`config.mk`:
```
export PLATFORM = sky130hd
export DESIGN_NAME = vga_timing_gen
export DESIGN_NICKNAME = d
export VERILOG_FILES = /design/src/rtl/vga_timing_pkg.sv /design/src/rtl/vga_axis_counter.sv /design/src/rtl/vga_timing_gen.sv
export SDC_FILE = /design/constraint.sdc
export NUM_CORES = 1
export LEC_CHECK = 0
export CORE_MARGIN = 2
export CORE_UTILIZATION = 40
export DETAILED_ROUTE_END_ITERATION = 8
export SYNTH_ARGS = -nofsm -noshare
export SYNTH_HDL_FRONTEND = slang
export SYNTH_SLANG_ARGS = --single-unit
```
`constraint.sdc`:
```
create_clock -name clock -period 4.1 [get_ports clock]
set_input_delay 0.615 -clock clock [delete_from_list [all_inputs] [get_ports clock]]
set_output_delay 0.615 -clock clock [all_outputs]
set_load 0.02 [all_outputs]
```
`src/rtl/vga_timing_pkg.sv`:
```
// Shared VGA timing definitions: region encodings and 640x480@60 defaults.
// Imported by the sync generator and by renderers.
package vga_timing_pkg;

    typedef enum logic [1:0] {
        R_ACTIVE = 2'd0,
        R_FRONT  = 2'd1,
        R_SYNC   = 2'd2,
        R_BACK   = 2'd3
    } region_t;

    localparam int VGA_H_ACTIVE = 640;
    localparam int VGA_H_FP     = 16;
    localparam int VGA_H_SYNC   = 96;
    localparam int VGA_H_BP     = 48;
    localparam int VGA_V_ACTIVE = 480;
    localparam int VGA_V_FP     = 10;
    localparam int VGA_V_SYNC   = 2;
    localparam int VGA_V_BP     = 33;

    localparam int VGA_H_TOTAL =
        VGA_H_ACTIVE + VGA_H_FP + VGA_H_SYNC + VGA_H_BP;
    localparam int VGA_V_TOTAL =
        VGA_V_ACTIVE + VGA_V_FP + VGA_V_SYNC + VGA_V_BP;

endpackage

```
`src/rtl/vga_axis_counter.sv`:
```
// One timing axis: wrapping counter, region FSM and registered sync decode.
// Used for both the horizontal (pixel) and vertical (line) axis.
import vga_timing_pkg::*;

module vga_axis_counter #(
    parameter int CNT_W = 10,
    parameter int ACT   = 640,
    parameter int FP    = 16,
    parameter int SYN   = 96,
    parameter int BP    = 48,
    parameter bit POL   = 1'b0
) (
    input  logic             clock,
    input  logic             reset,
    input  logic             advance,
    output logic [CNT_W-1:0] count,
    output logic             wrap,
    output logic             sync_out,
    output logic             active_n
);

    localparam int TOTAL  = ACT + FP + SYN + BP;
    localparam int LAST_I = TOTAL - 1;
    localparam int E_FP_I = ACT + FP;
    localparam int E_SY_I = ACT + FP + SYN;

    localparam logic [CNT_W-1:0] LAST  = LAST_I[CNT_W-1:0];
    localparam logic [CNT_W:0]   E_ACT = ACT[CNT_W:0];
    localparam logic [CNT_W:0]   E_FP  = E_FP_I[CNT_W:0];
    localparam logic [CNT_W:0]   E_SYN = E_SY_I[CNT_W:0];

    region_t          state;
    region_t          state_n;
    logic [CNT_W-1:0] count_n;
    logic [CNT_W:0]   cnt_ext;

    always_comb begin
        wrap    = advance && (count == LAST);
        count_n = count;
        if (advance) begin
            count_n = wrap ? '0 : count + 1'b1;
        end
        cnt_ext = {1'b0, count_n};
        state_n = state;
        // Empty porches are skipped by jumping past them.
        if (advance) begin
            case (state)
                R_ACTIVE: if (cnt_ext == E_ACT)
                    state_n = (FP == 0) ? R_SYNC : R_FRONT;
                R_FRONT:  if (cnt_ext == E_FP)
                    state_n = R_SYNC;
                R_SYNC: begin
                    if (wrap)
                        state_n = R_ACTIVE;
                    else if (cnt_ext == E_SYN)
                        state_n = R_BACK;
                end
                R_BACK:   if (wrap)
                    state_n = R_ACTIVE;
                default:  state_n = R_ACTIVE;
            endcase
        end
        active_n = (state_n == R_ACTIVE);
    end

    always_ff @(posedge clock) begin
        if (reset) begin
            count    <= '0;
            state    <= R_ACTIVE;
            sync_out <= ~POL;
        end else begin
            count    <= count_n;
            state    <= state_n;
            sync_out <= (state_n == R_SYNC) ? POL : ~POL;
        end
    end

endmodule

```
`src/rtl/vga_timing_gen.sv`:
```
// Parametrised VGA sync generator with pixel divider and line/frame strobes.
// Define VGA_TIMING_FRAME_CNT_EN to add the 16-bit frame_count output.
import vga_timing_pkg::*;

module vga_timing_gen #(
    parameter int CLK_DIV    = 4,
    parameter int CNT_W      = 10,
    parameter int H_ACTIVE   = VGA_H_ACTIVE,
    parameter int H_FP       = VGA_H_FP,
    parameter int H_SYNC     = VGA_H_SYNC,
    parameter int H_BP       = VGA_H_BP,
    parameter int V_ACTIVE   = VGA_V_ACTIVE,
    parameter int V_FP       = VGA_V_FP,
    parameter int V_SYNC     = VGA_V_SYNC,
    parameter int V_BP       = VGA_V_BP,
    parameter bit H_SYNC_POL = 1'b0,
    parameter bit V_SYNC_POL = 1'b0
) (
    input  logic             clock,
    input  logic             reset,
    input  logic             enable,
    output logic             pixel_tick,
    output logic [CNT_W-1:0] pixel_x,
    output logic [CNT_W-1:0] pixel_y,
    output logic             hsync,
    output logic             vsync,
    output logic             video_on,
    output logic             line_done,
`ifdef VGA_TIMING_FRAME_CNT_EN
    output logic             frame_done,
    output logic [15:0]      frame_count
`else
    output logic             frame_done
`endif
);

    localparam int DIV_W      = (CLK_DIV > 1) ? $clog2(CLK_DIV) : 1;
    localparam int DIV_LAST_I = CLK_DIV - 1;
    localparam logic [DIV_W-1:0] DIV_LAST = DIV_LAST_I[DIV_W-1:0];

    logic [DIV_W-1:0] div;
    logic             h_act_n;
    logic             v_act_n;

    assign pixel_tick = enable && (div == DIV_LAST);

    always_ff @(posedge clock) begin
        if (reset) begin
            div <= '0;
        end else if (enable) begin
            div <= pixel_tick ? '0 : div + 1'b1;
        end
    end

    vga_axis_counter #(
        .CNT_W (CNT_W),
        .ACT   (H_ACTIVE),
        .FP    (H_FP),
        .SYN   (H_SYNC),
        .BP    (H_BP),
        .POL   (H_SYNC_POL)
    ) u_h (
        .clock    (clock),
        .reset    (reset),
        .advance  (pixel_tick),
        .count    (pixel_x),
        .wrap     (line_done),
        .sync_out (hsync),
        .active_n (h_act_n)
    );

    vga_axis_counter #(
        .CNT_W (CNT_W),
        .ACT   (V_ACTIVE),
        .FP    (V_FP),
        .SYN   (V_SYNC),
        .BP    (V_BP),
        .POL   (V_SYNC_POL)
    ) u_v (
        .clock    (clock),
        .reset    (reset),
        .advance  (line_done),
        .count    (pixel_y),
        .wrap     (frame_done),
        .sync_out (vsync),
        .active_n (v_act_n)
    );

    // Loaded from next-state decode so it lines up with the coordinates.
    always_ff @(posedge clock) begin
        if (reset) begin
            video_on <= 1'b1;
        end else begin
            video_on <= h_act_n && v_act_n;
        end
    end

`ifdef VGA_TIMING_FRAME_CNT_EN
    always_ff @(posedge clock) begin
        if (reset) begin
            frame_count <= '0;
        end else if (frame_done) begin
            frame_count <= frame_count + 16'd1;
        end
    end
`endif

endmodule

```
==> qor.yml <==
synth_edf_count: 0
fin_area_um2: 2465
pre_cts_ws_ps: 845.3
ys.flop_type: "dfxtp_1"
setup_viol: 0
setup_slack_ps: 841.5
synth.area.top_cells: "dfxtp_1 28%, xnor2_1 6.0%, a21oi_1 4.4%"
leakagePower_nw: 0.8265
hold_violations: 0
synth_top_area_share_pct: 28.40
yosys-top-cells-count: "29 x dfxtp_1, 22 x nand2_1, 21 x nor2_1, 18 x a21oi_1"
dp.cells: 344
grt.overflow.total: 0
synthCells: 258
rr_startpoint: "u_h.count[0]$_SDFF_PP0_"
ys_ff_latch: 29
route.met2.wl_um: 2318
routedWlPerCell_um: 13.73
routed_wl_um: 4832
syn_area_per_cell_um2: 7.924
post-route-drc-count: 0
ys_warn_count: 0
crit_required_ps: 3480
start_kind: "primary input"
rsz0062_at_grt: "no"
syn_area_um2: 2044
die_w_um: 75.49
wl_met3_um: 221
synth.most_common_cell: "dfxtp_1"
chipHeight_um: 75.49
cts_tree: "done"
ys_types: 62
grt_pass1_wl_um: 8128
path_class: "primary input to output pin"
fin_crit_ps: 3258
dieArea_um2: 5699
coreArea_um2: 5010
layout.cells.non_filler: 352
nNetsFinal: 288
postRouteAntennaNets: 0
drv_cap: 0
port_buffers: 28
power_density_nw_per_um2: 226.4
status: "finished clean"
placed_area_um2: 2364
initial_utilization_pct: 40.81
via_count: 1979
rows: 26
via_per_inst: 5.622
clockBufferDepth: 2
holdCritPathClass: "register to register"
drtIter0Drc: 92
clk_latency_ps: 280
clk_pin_slew_ps: 60
grt_start_max_net_pins: 28
post_cts_buffers: 0
async_reset_ff_share_pct: 0
dpl.hpwl_um: 3519
slew_viol_final: 0
grt_pass1_vias: 1728
crit_start: "enable"
hp-start: "div[1]$_SDFFE_PP0P_"
globalplace.congestion: 0.8362
layout-drive-gt1-share_pct: 10.64
fin_skew_ps: 5.698
grt_usage_pct: 18.64
fin_util_pct: 49.20
fin_setup_tns_ps: 0
n_antenna_cell: 0
fmax_mhz: 306.9
dr.pass1.iters: 4
clock-root-buffer: "clkbuf_8"
met1Wirelength_um: 2190
arrival_ps: 2640
ir_worst_vdd_mv: 0.1171
synth_top_area_cell: "dfxtp_1"
h-tree-depth: 2
cp_max_fo: 11
cts_buffers: 5
cts_sinks: 29
antenna_found_initial: 0
synth_seq_area_share_pct: 28.40
end_kind: "output pin"
period_share_pct: 79.48
slew_headroom_pct: 31.94
cts_hold_buf: 0
io_pins: 29
top_layer: "met4"
tightest_slew_ps: 1018
synthesis.nets: 265
post_cts_resized: 0
area_delta_synth_final_pct: 20.56
==> final cells by class <==
class | count | area, µm²
clock buffer | 7 | 96.34
clock inverter | 1 | 5.005
fill | 535 | 2545
inverter | 14 | 52.55
multi-input combinational | 200 | 1340
sequential | 29 | 580.6
tap | 70 | 87.58
timing repair buffer | 31 | 302.8
==> per-stage QoR <==
step	power, mW	hold slack (ps)
floorplan	0.3024	464.6
global placement	0.3070	478.5
detailed placement	0.3074	495.6
CTS	0.5707	509.8
global route	0.5886	545.3
finish	0.5580	500.1
==> flip-flops by register name, indices dropped and copies added, names as in the netlist <==
| name | flops |
|---|---|
| u_v.count | 10 |
| video_on | 1 |
| u_v.state | 2 |
| div | 2 |
| u_h.count | 10 |
| u_v.sync_out | 1 |
| u_h.sync_out | 1 |
| u_h.state | 2 |
==> cells in the final DEF (no fill, tap or decap), types with 3 or more instances in the layout <==
cell and count:
o21ai_0 9, nand4_1 7, buf_4 3, ha_1 4, dfxtp_1 29, clkdlybuf4s50_1 28
clkbuf_8 7, xnor2_1 14, a21oi_1 18, o21a_1 3, nand4b_1 4, and3_1 7
or3_1 3, nand2b_1 4, nor2_1 21, nand3_1 13, inv_1 12, nor3_1 14
mux2i_1 4, a211oi_1 4, nand2_1 22, nor4_1 4
==> critical path, stage by stage <==
cell and delay [ps]:
clkdlybuf4s50_1 600, nand2_1 120, inv_2 140, nand4_2 110, inv_2 180, nand2_1 100
inv_1 150, clkdlybuf4s50_1 620
==> routing by layer <==
layer	vias up	global-route usage, %
met5	-	0
met1	926	23.51
met2	46	30.82
met4	0	7.992
li1	996	-
met3	11	3.836
==> cells by family after synthesis <==
| family | Yosys count | share of synthesized area (%) |
|---|---|---|
| and+or+nand+nor | 122 | 35.01 |
| DFF | 29 | 28.40 |
| xor gates and xnor gates | 15 | 6.426 |
| AOI/OAI and AO/OA | 54 | 18.97 |
| muxes | 5 | 2.693 |
| buffers and inverters | 29 | 6.058 |
| adders and majority gates | 4 | 2.448 |
==> final timing paths <==
kind	end	slack (ps)	cells after the start
setup / recovery	frame_done	840	8
hold / removal	div[1]$_SDFFE_PP0P_	500	2
setup reg to reg	video_on$_SDFF_PP1_	1480	8
hold reg to reg	div[1]$_SDFFE_PP0P_	500	2
==> power breakdown <==
| part | total (mW) | leakage (nW) | internal, mW | switching, mW |
|---|---|---|---|---|
| Clock | 0.257 | 0.0542 | 0.151 | 0.106 |
| Sequential | 0.285 | 0.234 | 0.284 | 0.00149 |
| Combinational | 0.0154 | 0.538 | 0.00584 | 0.00959 |
No activity file was read; power rests on OpenSTA's default activity.
